$ cat src/rtl/crc_engine_fifo_if.sv
`default_nettype none
// ============================================================================
//  Module      : crc_engine_fifo_if
//  Description : Register-bus bundle between a CPU-side master and the CRC
//                engine. The master drives the access (cs, rs, wrl, d). The
//                engine returns read data (q) and its interrupt line (irq).
//  Signals     : cs   - access strobe
//                rs   - register select (3 bits)
//                wrl  - write byte lanes; 0000 means a read
//                d    - write data (32 bits)
//                q    - read data (32 bits), combinational from rs
//                irq  - level interrupt
//  Revision    : 1.0 - initial release
// ============================================================================
interface crc_engine_fifo_if;
    logic        cs;
    logic [2:0]  rs;
    logic [3:0]  wrl;
    logic [31:0] d;
    logic [31:0] q;
    logic        irq;

    modport master (output cs, rs, wrl, d, input q, irq);
    modport slave  (input cs, rs, wrl, d, output q, irq);
endinterface
`default_nettype wire

$ cat src/rtl/crc_engine_fifo.sv
`default_nettype none
// ============================================================================
//  Module      : crc_engine_fifo
//  Description : Bus-mapped CRC engine. Data words written by the CPU are
//                queued in a small FIFO. A shifter then feeds them MSB-first
//                into a W-bit CRC register, consuming STEP bits per clock.
//                Includes a final-XOR register, a completion interrupt and a
//                sticky overflow flag.
//  Ports       : clk   - system clock
//                reset - asynchronous reset, active high
//                bus   - register bus (cs/rs/wrl/d in, q/irq out)
//  Parameters  : W     - CRC width, 8..32
//                STEP  - bits consumed per clock: 1, 2, 4 or 8
//                DEPTH - FIFO entries, a power of 2 and at least 2
//  Revision    : 1.0 - initial release
// ============================================================================
module crc_engine_fifo #(
    parameter int W     = 32,
    parameter int STEP  = 1,
    parameter int DEPTH = 4
) (
    input  logic              clk,
    input  logic              reset,
    crc_engine_fifo_if.slave  bus
);
    localparam int         AW      = $clog2(DEPTH);
    localparam logic [0:0] S_IDLE  = 1'b0;
    localparam logic [0:0] S_SHIFT = 1'b1;
    localparam logic [5:0] C_STEP  = 6'(STEP);

    // ------------------------------------------------------------------
    // State and registers
    // ------------------------------------------------------------------
    logic [0:0]    state_q, state_d;
    logic [W-1:0]  crc_q, crc_d;
    logic [W-1:0]  poly_q, poly_d;
    logic [W-1:0]  xorout_q, xorout_d;
    logic [31:0]   sh_q, sh_d;
    logic [5:0]    cnt_q, cnt_d;
    logic          ien_q, ien_d;
    logic          pend_q, pend_d;
    logic          ovf_q, ovf_d;
    logic [AW-1:0] wr_ptr_q, wr_ptr_d;
    logic [AW-1:0] rd_ptr_q, rd_ptr_d;
    logic [AW:0]   fill_q, fill_d;

    logic [31:0]   fifo_pay_q [DEPTH];
    logic [5:0]    fifo_len_q [DEPTH];

    // ------------------------------------------------------------------
    // Bus decode
    // ------------------------------------------------------------------
    logic          wr_en;
    logic [5:0]    wr_len;
    logic          push_req;
    logic          push_ok;
    logic          full;
    logic          empty;
    logic          idle;
    logic [31:0]   push_payload;

    assign wr_en    = bus.cs && (bus.wrl != 4'b0000);
    assign push_req = wr_en && ((bus.rs == 3'd2) || (bus.rs == 3'd3));
    assign full     = (fill_q == (AW+1)'(DEPTH));
    assign empty    = (fill_q == '0);
    // Fullness is taken before any same-cycle pop, so a push into a full
    // FIFO is dropped even when the engine frees a slot on that edge.
    assign push_ok  = push_req && !full;

    always_comb begin
        case (bus.wrl)
            4'b0001: wr_len = 6'd8;
            4'b0011: wr_len = 6'd16;
            default: wr_len = 6'd32;
        endcase
    end

    // DATA entries are byte-swapped so the lowest byte is shifted first;
    // REFL entries are fully bit-reversed for reflected-input CRCs.
    always_comb begin
        push_payload = {bus.d[7:0], bus.d[15:8], bus.d[23:16], bus.d[31:24]};
        if (bus.rs == 3'd3) begin
            for (int i = 0; i < 32; i++) begin
                push_payload[i] = bus.d[31-i];
            end
        end
    end

    // ------------------------------------------------------------------
    // STEP serial CRC steps unrolled into one clock
    // ------------------------------------------------------------------
    logic [W-1:0] step_crc;
    logic [31:0]  step_sh;
    logic         fb;

    always_comb begin
        step_crc = crc_q;
        step_sh  = sh_q;
        fb       = 1'b0;
        for (int i = 0; i < STEP; i++) begin
            fb       = step_crc[W-1] ^ step_sh[31];
            step_crc = {step_crc[W-2:0], 1'b0} ^ (fb ? poly_q : '0);
            step_sh  = {step_sh[30:0], 1'b0};
        end
    end

    // ------------------------------------------------------------------
    // Engine FSM: state register / next state / outputs
    // ------------------------------------------------------------------
    logic pop;
    logic do_step;
    logic done;
    logic last_step;

    assign last_step = (cnt_q == C_STEP);

    always_ff @(posedge clk or posedge reset) begin
        if (reset) begin
            state_q <= S_IDLE;
        end else begin
            state_q <= state_d;
        end
    end

    always_comb begin
        state_d = state_q;
        case (state_q)
            S_IDLE:  if (!empty) state_d = S_SHIFT;
            S_SHIFT: if (last_step && empty) state_d = S_IDLE;
            default: state_d = S_IDLE;
        endcase
    end

    // On the final step the next word is loaded on the same edge, so
    // consecutive words stream through without an idle cycle.
    always_comb begin
        pop     = 1'b0;
        do_step = 1'b0;
        done    = 1'b0;
        case (state_q)
            S_IDLE: pop = !empty;
            S_SHIFT: begin
                do_step = 1'b1;
                if (last_step) begin
                    pop  = !empty;
                    done = empty;
                end
            end
            default: ;
        endcase
    end

    assign idle = (state_q == S_IDLE) && empty;

    // ------------------------------------------------------------------
    // Datapath next state
    // ------------------------------------------------------------------
    always_comb begin
        crc_d    = crc_q;
        poly_d   = poly_q;
        xorout_d = xorout_q;
        sh_d     = sh_q;
        cnt_d    = cnt_q;
        ien_d    = ien_q;
        pend_d   = pend_q;
        ovf_d    = ovf_q;

        if (do_step) begin
            crc_d = step_crc;
            sh_d  = step_sh;
            cnt_d = cnt_q - C_STEP;
        end
        if (pop) begin
            sh_d  = fifo_pay_q[rd_ptr_q];
            cnt_d = fifo_len_q[rd_ptr_q];
        end

        // A CPU write to CRC overrides the step computed in the same cycle;
        // the shifter still advances, so that cycle's input bits are lost.
        if (wr_en) begin
            case (bus.rs)
                3'd0: crc_d    = bus.d[31 -: W];
                3'd1: poly_d   = bus.d[31 -: W];
                3'd4: begin
                    ien_d = bus.d[0];
                    if (bus.d[1]) pend_d = 1'b0;
                    if (bus.d[2]) ovf_d  = 1'b0;
                end
                3'd5: xorout_d = bus.d[W-1:0];
                default: ;
            endcase
        end

        // Set beats clear when both land in the same cycle.
        if (done) pend_d = 1'b1;
        if (push_req && full) ovf_d = 1'b1;
    end

    always_comb begin
        wr_ptr_d = push_ok ? wr_ptr_q + 1'b1 : wr_ptr_q;
        rd_ptr_d = pop ? rd_ptr_q + 1'b1 : rd_ptr_q;
        fill_d   = fill_q + {{AW{1'b0}}, push_ok} - {{AW{1'b0}}, pop};
    end

    always_ff @(posedge clk or posedge reset) begin
        if (reset) begin
            crc_q    <= '0;
            poly_q   <= '0;
            xorout_q <= '0;
            sh_q     <= '0;
            cnt_q    <= '0;
            ien_q    <= 1'b0;
            pend_q   <= 1'b0;
            ovf_q    <= 1'b0;
            wr_ptr_q <= '0;
            rd_ptr_q <= '0;
            fill_q   <= '0;
        end else begin
            crc_q    <= crc_d;
            poly_q   <= poly_d;
            xorout_q <= xorout_d;
            sh_q     <= sh_d;
            cnt_q    <= cnt_d;
            ien_q    <= ien_d;
            pend_q   <= pend_d;
            ovf_q    <= ovf_d;
            wr_ptr_q <= wr_ptr_d;
            rd_ptr_q <= rd_ptr_d;
            fill_q   <= fill_d;
        end
    end

    // Storage needs no reset: entries are only read after being written,
    // as governed by the reset pointers and fill count.
    always_ff @(posedge clk) begin
        if (push_ok) begin
            fifo_pay_q[wr_ptr_q] <= push_payload;
            fifo_len_q[wr_ptr_q] <= wr_len;
        end
    end

    // ------------------------------------------------------------------
    // Read mux and interrupt
    // ------------------------------------------------------------------
    logic [W-1:0] crc_rev;

    always_comb begin
        crc_rev = '0;
        for (int i = 0; i < W; i++) begin
            crc_rev[i] = crc_q[W-1-i];
        end
    end

    always_comb begin
        case (bus.rs)
            3'd0:    bus.q = 32'(crc_q) << (32 - W);
            3'd1:    bus.q = {22'd0, 6'(fill_q), ovf_q, pend_q, full, idle};
            3'd2:    bus.q = 32'(crc_rev ^ xorout_q);
            3'd3:    bus.q = 32'(crc_q ^ xorout_q);
            3'd4:    bus.q = {31'd0, ien_q};
            3'd5:    bus.q = 32'(xorout_q);
            default: bus.q = 32'd0;
        endcase
    end

    assign bus.irq = pend_q && ien_q;

endmodule
`default_nettype wire
$ cat src/flat_wrapper.sv
// flat-port wrapper written by rule: the top's interface ports become plain ports
module crc_engine_fifo_flat 
#(
    parameter int W     = 32,
    parameter int STEP  = 1,
    parameter int DEPTH = 4
)
  (clk, reset, bus_cs, bus_rs, bus_wrl, bus_d, bus_q, bus_irq);
  crc_engine_fifo_if bus_i ();
  input  logic clk;
  input  logic reset;
  input wire logic [$bits(bus_i.cs)-1:0] bus_cs;
  input wire logic [$bits(bus_i.rs)-1:0] bus_rs;
  input wire logic [$bits(bus_i.wrl)-1:0] bus_wrl;
  input wire logic [$bits(bus_i.d)-1:0] bus_d;
  output wire logic [$bits(bus_i.q)-1:0] bus_q;
  output wire logic [$bits(bus_i.irq)-1:0] bus_irq;
  assign bus_i.cs = bus_cs;
  assign bus_i.rs = bus_rs;
  assign bus_i.wrl = bus_wrl;
  assign bus_i.d = bus_d;
  assign bus_q = bus_i.q;
  assign bus_irq = bus_i.irq;
  crc_engine_fifo #(.W(W), .STEP(STEP), .DEPTH(DEPTH)) u_core (.clk(clk), .reset(reset), .bus(bus_i));
endmodule
$ cat config.mk
export PLATFORM = sky130hd
export DESIGN_NAME = crc_engine_fifo_flat
export DESIGN_NICKNAME = d
export VERILOG_FILES = /design/src/rtl/crc_engine_fifo_if.sv /design/src/rtl/crc_engine_fifo.sv /design/src/flat_wrapper.sv
export SDC_FILE = /design/constraint.sdc
export NUM_CORES = 1
export LEC_CHECK = 0
export CAP_MARGIN = 20
export CORE_MARGIN = 10
export CORE_UTILIZATION = 55
export CTS_BUF_LIST = sky130_fd_sc_hd__clkbuf_8
export CTS_CLUSTER_SIZE = 30
export DETAILED_ROUTE_END_ITERATION = 7
export PLACE_DENSITY_LB_ADDON = 0.3
export REMOVE_ABC_BUFFERS = 1
export SYNTH_ARGS = -nofsm -noshare
export SYNTH_HDL_FRONTEND = slang
export SYNTH_SLANG_ARGS = --single-unit
$ cat constraint.sdc
create_clock -name clk -period 6.68 [get_ports clk]
set_input_delay 1.67 -clock clk [delete_from_list [all_inputs] [get_ports clk]]
set_output_delay 1.67 -clock clk [all_outputs]
set_load 0.01 [all_outputs]
==> metrics.md <==
| Metric | Value |
|---|---|
| Chip width | around 180 µm |
| Worst-skew pair later-pin latency | ~0.56 ns |
| Initial antenna violation count | 1 |
| Filler cells | roughly 1800 |
| Max cap viols | 0 |
| Ys async rst share | 50.88% |
| F_max | 0.1716 GHz |
| Internal Power | 3.906 mW |
| CTS resizes | 0 |
| Worst Tran Pin Value | 1.139 ns |
| Yosys reg bits | 285 |
| Top-area cell type share of the netlist area | between 30% and 40% |
| Drt drc | 0 |
| Drt wl/cell | between 20 and 25 µm |
| DR vias | ~9000 |
| Sequential share of power | 44.2% |
| GPL Wtd Cong | 0.8518 |
| Most frequent cells in the layout | dfrtp_1, edfxtp_1, nand2_1, nor2_1, clkdlybuf4s50_1 |
| Final wirelength | 31.81 mm |
| Highest metal used | met4 |
| Drt pass-1 iters | 5 |
| Num ports | 75 |
| Hold Path Class | flip-flop to flip-flop |
| Synth Flop Type | dfrtp_1 |
| Startpoint Class | primary input |
| Mapped Area | 13790 µm² |
| All-layer global routing usage | 20.12% |
| R2r setup slk | 3.71 ns |
| WP data required | 5.01 ns |
| Hold-critical path depth | 1 |
| Sw Ratio | roughly a third |
| Ys Warns | 0 |
| Largest delay share family, worst path | buffers and inverters |
| H-tree depth | 2 |
| Cell variety after synth | 61 |
| TritonCTS Sinks | roughly 290 |
| Largest net degree at the start of global routing | between 60 and 70 |
| Avg Inst Size Synth | 12.62 µm² |
| Critical Path Most Common Cell | clkdlybuf4s50_1 |
| Root buffer selected by CTS | clkbuf_8 |
| Pleak | 6.050 nW |
| Layout cells sized above 1 | 18.90% |
| Maximum vdd drop | 0.1942 mV |
| Hold Crit Start | u_core.poly_q[6]$_DFFE_PP0P_ |
| Min-Delay Endpoint | u_core.poly_q[6]$_DFFE_PP0P_ |
| Final #Nets | 1215 |
| Antenna Nets Post-Route | 0 |
| Period minus WS final | 5.827 ns |
| Worst-path clk slew | 0.06 ns |
| Via density per instance | around 5.9 |
| Initial Utilization | a little under three fifths |
| Die Span Y | about 180 µm |
| Layout Skew | 0.03898 ns |
| First-pass GRT wire length | about 51 mm |
| Reg2reg start | u_core.state_q$_DFF_PP0_ |
| FF-to-FF End | u_core.fill_q[2]$_DFF_PP0_ |
| WL met3 | 1.583 mm |
| Arrival @ worst endpoint | roughly 4.2 ns |
| P per Cell Area | 366.1 nW/µm² |
| Area growth syn-to-layout | 13.83% |
| Unrepaired setup endpoints after global routing | no |
| Synth area leaders | edfxtp_1, dfrtp_1, mux4_2 |
| Num rows | 57 |
| GRT overflow | 0 |
| Worst setup EP type | primary output |
| DRT iter0 DRCs | 648 |
| Commonest non-fill, non-tap cell in the layout | dfrtp_1 |
| Core Box Area | 24460 µm² |
| Clk pwr share | 26.5% |
| Cells after synthesis | 1093 |
| CTS tree | built |
| Die footprint | 31810 µm² |
| Total CTS buffers | 46 |
| WS Path Type | primary input to primary output |
| Hold Fails Final Rpt | 0 |
| Combinational share of power | between 20% and 30% |
| CP Buf/Inv Count | 2 |
| Port Buffers | 74 |
| Status | completed |
| Tcrit/Tclk final | around 87% |
| Worst rel slew slack | 23.90% |
| Crit-path cells | clkdlybuf4s50_1 > nand2b_1 > o22ai_1 > clkdlybuf4s50_1 |
| Vias in the first global route | 9105 |
| Final total power | 5.747 mW |
| Area leader, netlist | edfxtp_1 |
| Met2 wire len | roughly 16 mm |
| Number of antenna diodes | 0 |
| Post-CTS Setup Bufs | 0 |
| Reg2reg path depth | 11 |
| Cts hold-fix bufs | 0 |
| Crit Path Max Fanout | 17 |
| Setup TNS | 0 ns |
| Post-synth EDFFs | 140 |
| Slew Viols, Final | 0 |
| Sequential element share of the synthesized area | 56.80% |
| Worst path slowest cell | clkdlybuf4s50_1 |
| Max clock buf depth | 3 |
| Dpl hpwl | 19.76 mm |
| Switching power | 1.841 mW |
| Slowest Stage Delay on Critical Path | 0.75 ns |
| Final Setup Violations | 0 |
| Wire length on met1 | around 14 mm |
[through the flow]
| step | util (%) | std cells | hold WS, ns | setup WS [ns] | cell area (µm²) |
|---|---|---|---|---|---|
| 2_1_floorplan | - | 1019 | 0.4523 | 1.115 | 13400 |
| 3_3_place_gp | 60.19 | 1438 | 0.4689 | 0.8773 | 14720 |
| 3_5_place_dp | 60.32 | 1440 | 0.4759 | 0.8902 | 14760 |
| 4_1_cts | 64.17 | 1525 | 0.4884 | 0.8759 | 15700 |
| 5_1_grt | 64.17 | 1525 | 0.4987 | 0.6360 | 15700 |
| 6_report | 64.17 | 1525 | 0.4886 | 0.8525 | 15700 |
[worst max path at each step]
stage / endpoint / cells after the start / slack, ns / startpoint
floorplan: u_core.cnt_q[0]$_DFFE_PP0P_ / 1 / 1.12 / reset
global route: bus_q[31] / 6 / 0.64 / bus_rs[2]
finish: bus_q[15] / 4 / 0.85 / bus_rs[2]
detailed placement: bus_q[31] / 6 / 0.89 / bus_rs[2]
global placement: bus_q[15] / 4 / 0.88 / bus_rs[2]
CTS: bus_q[31] / 6 / 0.88 / bus_rs[2]
[power by group through the flow]
| stage | Sequential, mW | Clock [mW] | Combinational [mW] |
|---|---|---|---|
| floorplan | 2.52 | 0 | 1.18 |
| finish | 2.54 | 1.52 | 1.69 |
| global route | 2.58 | 1.63 | 1.86 |
| global placement | 2.54 | 0 | 1.64 |
| detailed placement | 2.56 | 0 | 1.69 |
| CTS | 2.53 | 1.54 | 1.70 |
[state kept, by name, summed over array words and instances (netlist names), 3 cells and up]
register and count:
u_core.cnt_q 6, u_core.crc_q 32, u_core.fifo_len_q 12, u_core.fifo_pay_q 128, u_core.fill_q 3, u_core.poly_q 32, u_core.sh_q 32, u_core.xorout_q 32
[area by class of cell]
type / count / area (µm²) / area share (%)
Multi-Input combinational cell: 691 / 5425 / 34.56
Timing Repair Buffer: 97 / 920.9 / 5.866
Tap cell: 324 / 405.4 / 2.582
Inverter: 43 / 171.4 / 1.092
Clock inverter: 32 / 211.5 / 1.347
Sequential cell: 285 / 7834 / 49.90
Clock buffer: 53 / 729.5 / 4.647
[per-layer routing]
| metal | vias up | global-route usage, % |
|---|---|---|
| met4 | 0 | 4.960 |
| met3 | 44 | 3.573 |
| met2 | 253 | 33.41 |
| li1 | 4144 | - |
| met5 | - | 0 |
| met1 | 4568 | 26.95 |
[synth_stat cells, drive strengths merged (24+ instances only)]
cell      n
a22oi    24
a31oi    33
buf      36
clkbuf   38
dfrtp   145
edfxtp  140
inv      42
mux2    103
mux2i    35
mux4     36
nand2   123
nor2     73
nor3     32
nor3b    38
o21ai    51
o31ai    29
[cells by family after synthesis]
| kind of cell | synth area share [%] |
|---|---|
| multiplexers | 16.86 |
| adder cells (fa/ha/maj) | 0.8710 |
| buffers and inverters | 4.056 |
| flip-flops | 56.80 |
| AO/OA/AOI/OAI | 8.547 |
| XOR/XNOR | 2.595 |
| AND/OR/NAND/NOR | 10.28 |
Power figures use the tool's default switching activity.
